`src/rtl/dcm_prog_ctrl.sv`:
```
// dcm_prog_ctrl: push-button front end for the dcm divider.
// Debounces up/down buttons and emits a 3-bit code plus update strobe.
module dcm_prog_ctrl #(
    parameter int         DEBOUNCE_CYCLES = 4,
    parameter logic [2:0] PROG_RESET      = 3'd1
) (
    input  logic       clk,
    input  logic       rst,
    input  logic       btn_up,
    input  logic       btn_down,
    output logic [2:0] prog,
    output logic       update,
    output logic       busy
);

    localparam int CW = $clog2(DEBOUNCE_CYCLES);
    localparam logic [CW-1:0] CNT_MAX = CW'(DEBOUNCE_CYCLES - 1);

    typedef enum logic [1:0] {
        IDLE,
        SETTLE,
        PULSE
    } state_t;

    // bit 0 = up, bit 1 = down
    logic [1:0]    btn;
    logic [1:0]    s1;
    logic [1:0]    s2;
    logic [1:0]    stable;
    logic [1:0]    stable_q;
    logic [1:0]    rise;
    logic [CW-1:0] cnt [2];

    state_t     state;
    state_t     state_next;
    logic [2:0] prog_next;

    assign btn = {btn_down, btn_up};

    // Two-flop synchronizer for the raw asynchronous buttons
    always_ff @(posedge clk or posedge rst) begin
        if (rst) begin
            s1 <= '0;
            s2 <= '0;
        end else begin
            s1 <= btn;
            s2 <= s1;
        end
    end

    // Accept a new level only after it persists DEBOUNCE_CYCLES clocks
    always_ff @(posedge clk or posedge rst) begin
        if (rst) begin
            stable <= '0;
            cnt[0] <= '0;
            cnt[1] <= '0;
        end else begin
            for (int i = 0; i < 2; i++) begin
                if (s2[i] == stable[i]) begin
                    cnt[i] <= '0;
                end else if (cnt[i] == CNT_MAX) begin
                    stable[i] <= s2[i];
                    cnt[i]    <= '0;
                end else begin
                    cnt[i] <= cnt[i] + 1'b1;
                end
            end
        end
    end

    // Delayed copy of the debounced level for press edge detection
    always_ff @(posedge clk or posedge rst) begin
        if (rst) begin
            stable_q <= '0;
        end else begin
            stable_q <= stable;
        end
    end

    assign rise = stable & ~stable_q;

    // State and program code registers
    always_ff @(posedge clk or posedge rst) begin
        if (rst) begin
            state <= IDLE;
            prog  <= PROG_RESET;
        end else begin
            state <= state_next;
            prog  <= prog_next;
        end
    end

    // Next-state logic: one saturating step per accepted press
    always_comb begin
        state_next = state;
        prog_next  = prog;
        unique case (state)
            IDLE: begin
                if (rise == 2'b01 && prog != 3'd7) begin
                    prog_next  = prog + 3'd1;
                    state_next = SETTLE;
                end else if (rise == 2'b10 && prog != 3'd0) begin
                    prog_next  = prog - 3'd1;
                    state_next = SETTLE;
                end
            end
            SETTLE:  state_next = PULSE;
            PULSE:   state_next = IDLE;
            default: state_next = IDLE;
        endcase
    end

    assign update = (state == PULSE);
    assign busy   = (state != IDLE);

endmodule

```
`config.mk`:
```
export PLATFORM = sky130hd
export DESIGN_NAME = dcm_prog_ctrl
export DESIGN_NICKNAME = d
export VERILOG_FILES = /design/src/rtl/dcm_prog_ctrl.sv
export SDC_FILE = /design/constraint.sdc
export NUM_CORES = 1
export LEC_CHECK = 0
export CAP_MARGIN = 25
export CELL_PAD_IN_SITES_DETAIL_PLACEMENT = 1
export CELL_PAD_IN_SITES_GLOBAL_PLACEMENT = 1
export CORE_MARGIN = 8
export CORE_UTILIZATION = 42
export CTS_CLUSTER_DIAMETER = 80
export DETAILED_ROUTE_END_ITERATION = 12
export PLACE_DENSITY_LB_ADDON = 0.25
export SYNTH_ARGS = -nofsm -noshare
export SYNTH_HDL_FRONTEND = slang
export SYNTH_SLANG_ARGS = --single-unit
```
`constraint.sdc`:
```
create_clock -name clk -period 2.1 [get_ports clk]
set_input_delay 0.21 -clock clk [delete_from_list [all_inputs] [get_ports clk]]
set_output_delay 0.21 -clock clk [all_outputs]
set_load 0.01 [all_outputs]
```
==> flow_summary.toml, run 1 <==
[finish]
stdcell_area_um2 = 831
area_growth_pct = 17.9
fin_nets = 72
post-route-util_pct = 53.9
drive_gt1_share_pct = 20.3
nFillCells = 158
multiInputGateArea_um2 = 259
regArea_um2 = 427
diodes = 0

[timing]
worst_slack_ns = 0.235
final_max_slew_viol_count = 0
hold_viol = 0
final.setup.tns_ns = 0
clock.fmax_mhz = 536
worstMarginPinSlew_ns = 0.641
fin_crit_ns = 1.87
max_slew_margin_pct = 57.2
period_share_pct = 88.8
clock_skew_ns = 0.000838
finalSetupViolations = 0
rsz0062_at_grt = "no"

[routing]
wirelength_mm = 1.08
vias = 421
ant_nets = 0
drt-initial-drc-count = 2
drt_first_pass_iters = 2
routedWlPerCell_um = 13.5
vias_per_cell = 5.26
route.detailed.drc = 0

[placed_design]
placed_area_um2 = 805
gp_congestion = 0.715
hpwl_um = 834
dp_worst_setup_slack_ns = 0.243
io_buffers = 8

[logic_synthesis]
synthesis.nets = 59
synth_compound_area_share_pct = 6.04
synthMuxAreaShare_pct = 5.33
ys_ff_latch = 17
synthAdderAreaFrac_pct = 6.39
yosysWarnings = 0
synth_area_leader_cell = "dfrtp_1"
synthArstFlopShare_pct = 100
yosysSeqAreaShare_pct = 60.6
yosys-top-cells-area = "dfrtp_1, dfstp_2, xnor2_1"
syn_avg_cell_area_um2 = 13.5
synth-edff-count = 0
yosys.cell_types.count = 25
syn_inst = 52
synth_top_family_by_area = "simple AND/OR/NAND/NOR gates"
synth_top_area_share_pct = 56.8
synthXorXnorAreaFrac_pct = 3.73
synth_common_cells = "dfrtp_1, nor2b_1, inv_1, nor3_1, xnor2_1"
synth_flop_cell = "dfrtp_1"
syn_area_um2 = 704
yosys.area_share.simple_pct = 15.3
synth_most_common_cell = "dfrtp_1"

[clock_tree]
clkTransAtPathRegs_ns = 0.09
clock_latency_ns = 0.28
cts_hold_buffers = 0
post_cts_buffers = 0
ctsResizeCount = 0
cts_max_level = 1
cts_tree = "yes"
cts.sinks = 17
ctsLongestPathBuffers = 2
cts_made_buffers = 3
root_buffer = "clkbuf_4"

[grt]
grt_usage_pct = 7.89
antenna_found_initial = 0
grt_pass1_wl_mm = 2.05
grt_pass1_vias = 509
grt_overflow = 0
grt_max_degree = 18

[setup_path]
slowest_stage = "fa_1"
cp-end-kind = "flop"
crit_buf_inv = 1
critPathArrivalTime_ns = 2.08
path_max_fanout = 4
cp.depth = 7
critPathTopFamily = "simple AND/OR/NAND/NOR gates"
r2r_cells = 7
required_ns = 2.31
crit_chain = "and2b_4 > and3_4 > inv_2 > fa_1 > nor4_1 > a21oi_1 > o2bb2ai_1"
cp-start-kind = "flop"
cpPeakStageDelay_ns = 0.40
crit_type = "flop to flop"

[worst_hold_path]
hold_class = "primary input to asynchronous set/reset pin"

[power]
p_sw_share_pct = 34.6
p_int_mw = 0.839
power_frac_comb_pct = 43.2
p_seq_share_pct = 43.6
p_sw_mw = 0.444
peakVddDrop_uv = 779
clkPwrFrac_pct = 13.2
power_density_nw_per_um2 = 1540
power_leakage_nw = 0.374

[die]
die_y_um = 57.0
rows = 14
die_area_um2 = 3240
core_area_um2 = 1540
pin_count = 9
start_util_pct = 45.7
die_w_um = 57.0

[outcome]
status = "completed"

[flow_run]
drv_cap = 0
-- placed cells by master, fill, tap and decap left out --
cell             count
dfrtp_1             16
clkdlybuf4s50_1      8
nor2b_1              4
inv_1                3
xnor2_1              3
nor3_1               3
clkbuf_4             3
mux2_1               2
inv_2                2
ha_1                 2
nor2_2               1
nand3_1              1
and2b_4              1
nand2b_2             1
and3_4               1
nor3_2               1
o21ai_4              1
mux2_4               1
o21ai_0              1
o211ai_1             1
or3_1                1
nor2_1               1
nor4_1               1
a21oi_1              1
o2bb2ai_1            1
fa_1                 1
clkbuf_1             1
dfstp_2              1
-- cell families after synthesis --
family | after synthesis
DFF | 17
and+or+nand+nor | 16
AOI/OAI and AO/OA | 5
buffers and inverters | 5
xor gates and xnor gates | 3
muxes | 3
adders and majority gates | 3
-- registers in the layout, summed over array words and instances (netlist names) --
register	cells
stable	2
cnt	4
s1	2
prog	3
stable_q	2
s2	2
state	2
-- routing by layer --
layer / up-vias / track usage (%) / routed length (µm)
met4: 0 / 6.04 / 14
met1: 212 / 8.02 / 447
met3: 2 / 3.10 / 77
li1: 196 / - / -
met2: 11 / 12.7 / 537
met5: - / 0 / 0
-- cell type report --
class | count | area share (%)
tap | 16 | 2.41
sequential | 17 | 51.4
timing repair buffer | 8 | 9.64
inverter | 5 | 2.26
multi-input combinational | 30 | 31.2
clock buffer | 4 | 3.16
-- power by group through the flow --
stage | clock network [mW] | registers, mW | logic [mW]
after CTS | 0.179 | 0.562 | 0.569
after global placement | 0 | 0.562 | 0.533
after global routing | 0.193 | 0.580 | 0.622
after floorplan | 0 | 0.556 | 0.387
final | 0.170 | 0.559 | 0.555
after detailed placement | 0 | 0.570 | 0.565
-- through the flow --
step           hold slack, ns  std cells  power, mW
2_1_floorplan           0.135         52      0.943
3_3_place_gp            0.335         76       1.10
3_5_place_dp            0.340         76       1.14
4_1_cts                 0.305         80       1.31
5_1_grt                 0.340         80       1.39
6_report                0.307         80       1.28
-- path summary, 6_finish.rpt --
path	from	slack, ns	end
worst max register to register	stable_q[0]	0.23	prog[2]
worst min-delay path	rst	0.31	s1[1]
worst max-delay path	stable_q[0]	0.23	prog[2]
min in group clk	s1[1]	0.36	s2[1]
worst min register to register	s1[1]	0.36	s2[1]
max in group asynchronous	rst	1.38	cnt[3]
Power figures use the tool's default switching activity.
==> run 2, diff against run 1 <==
SLEW_MARGIN = 20   (was default)
==> results of run 2 <==
The final DEF is identical to that of run 1; final timing and power are the same.
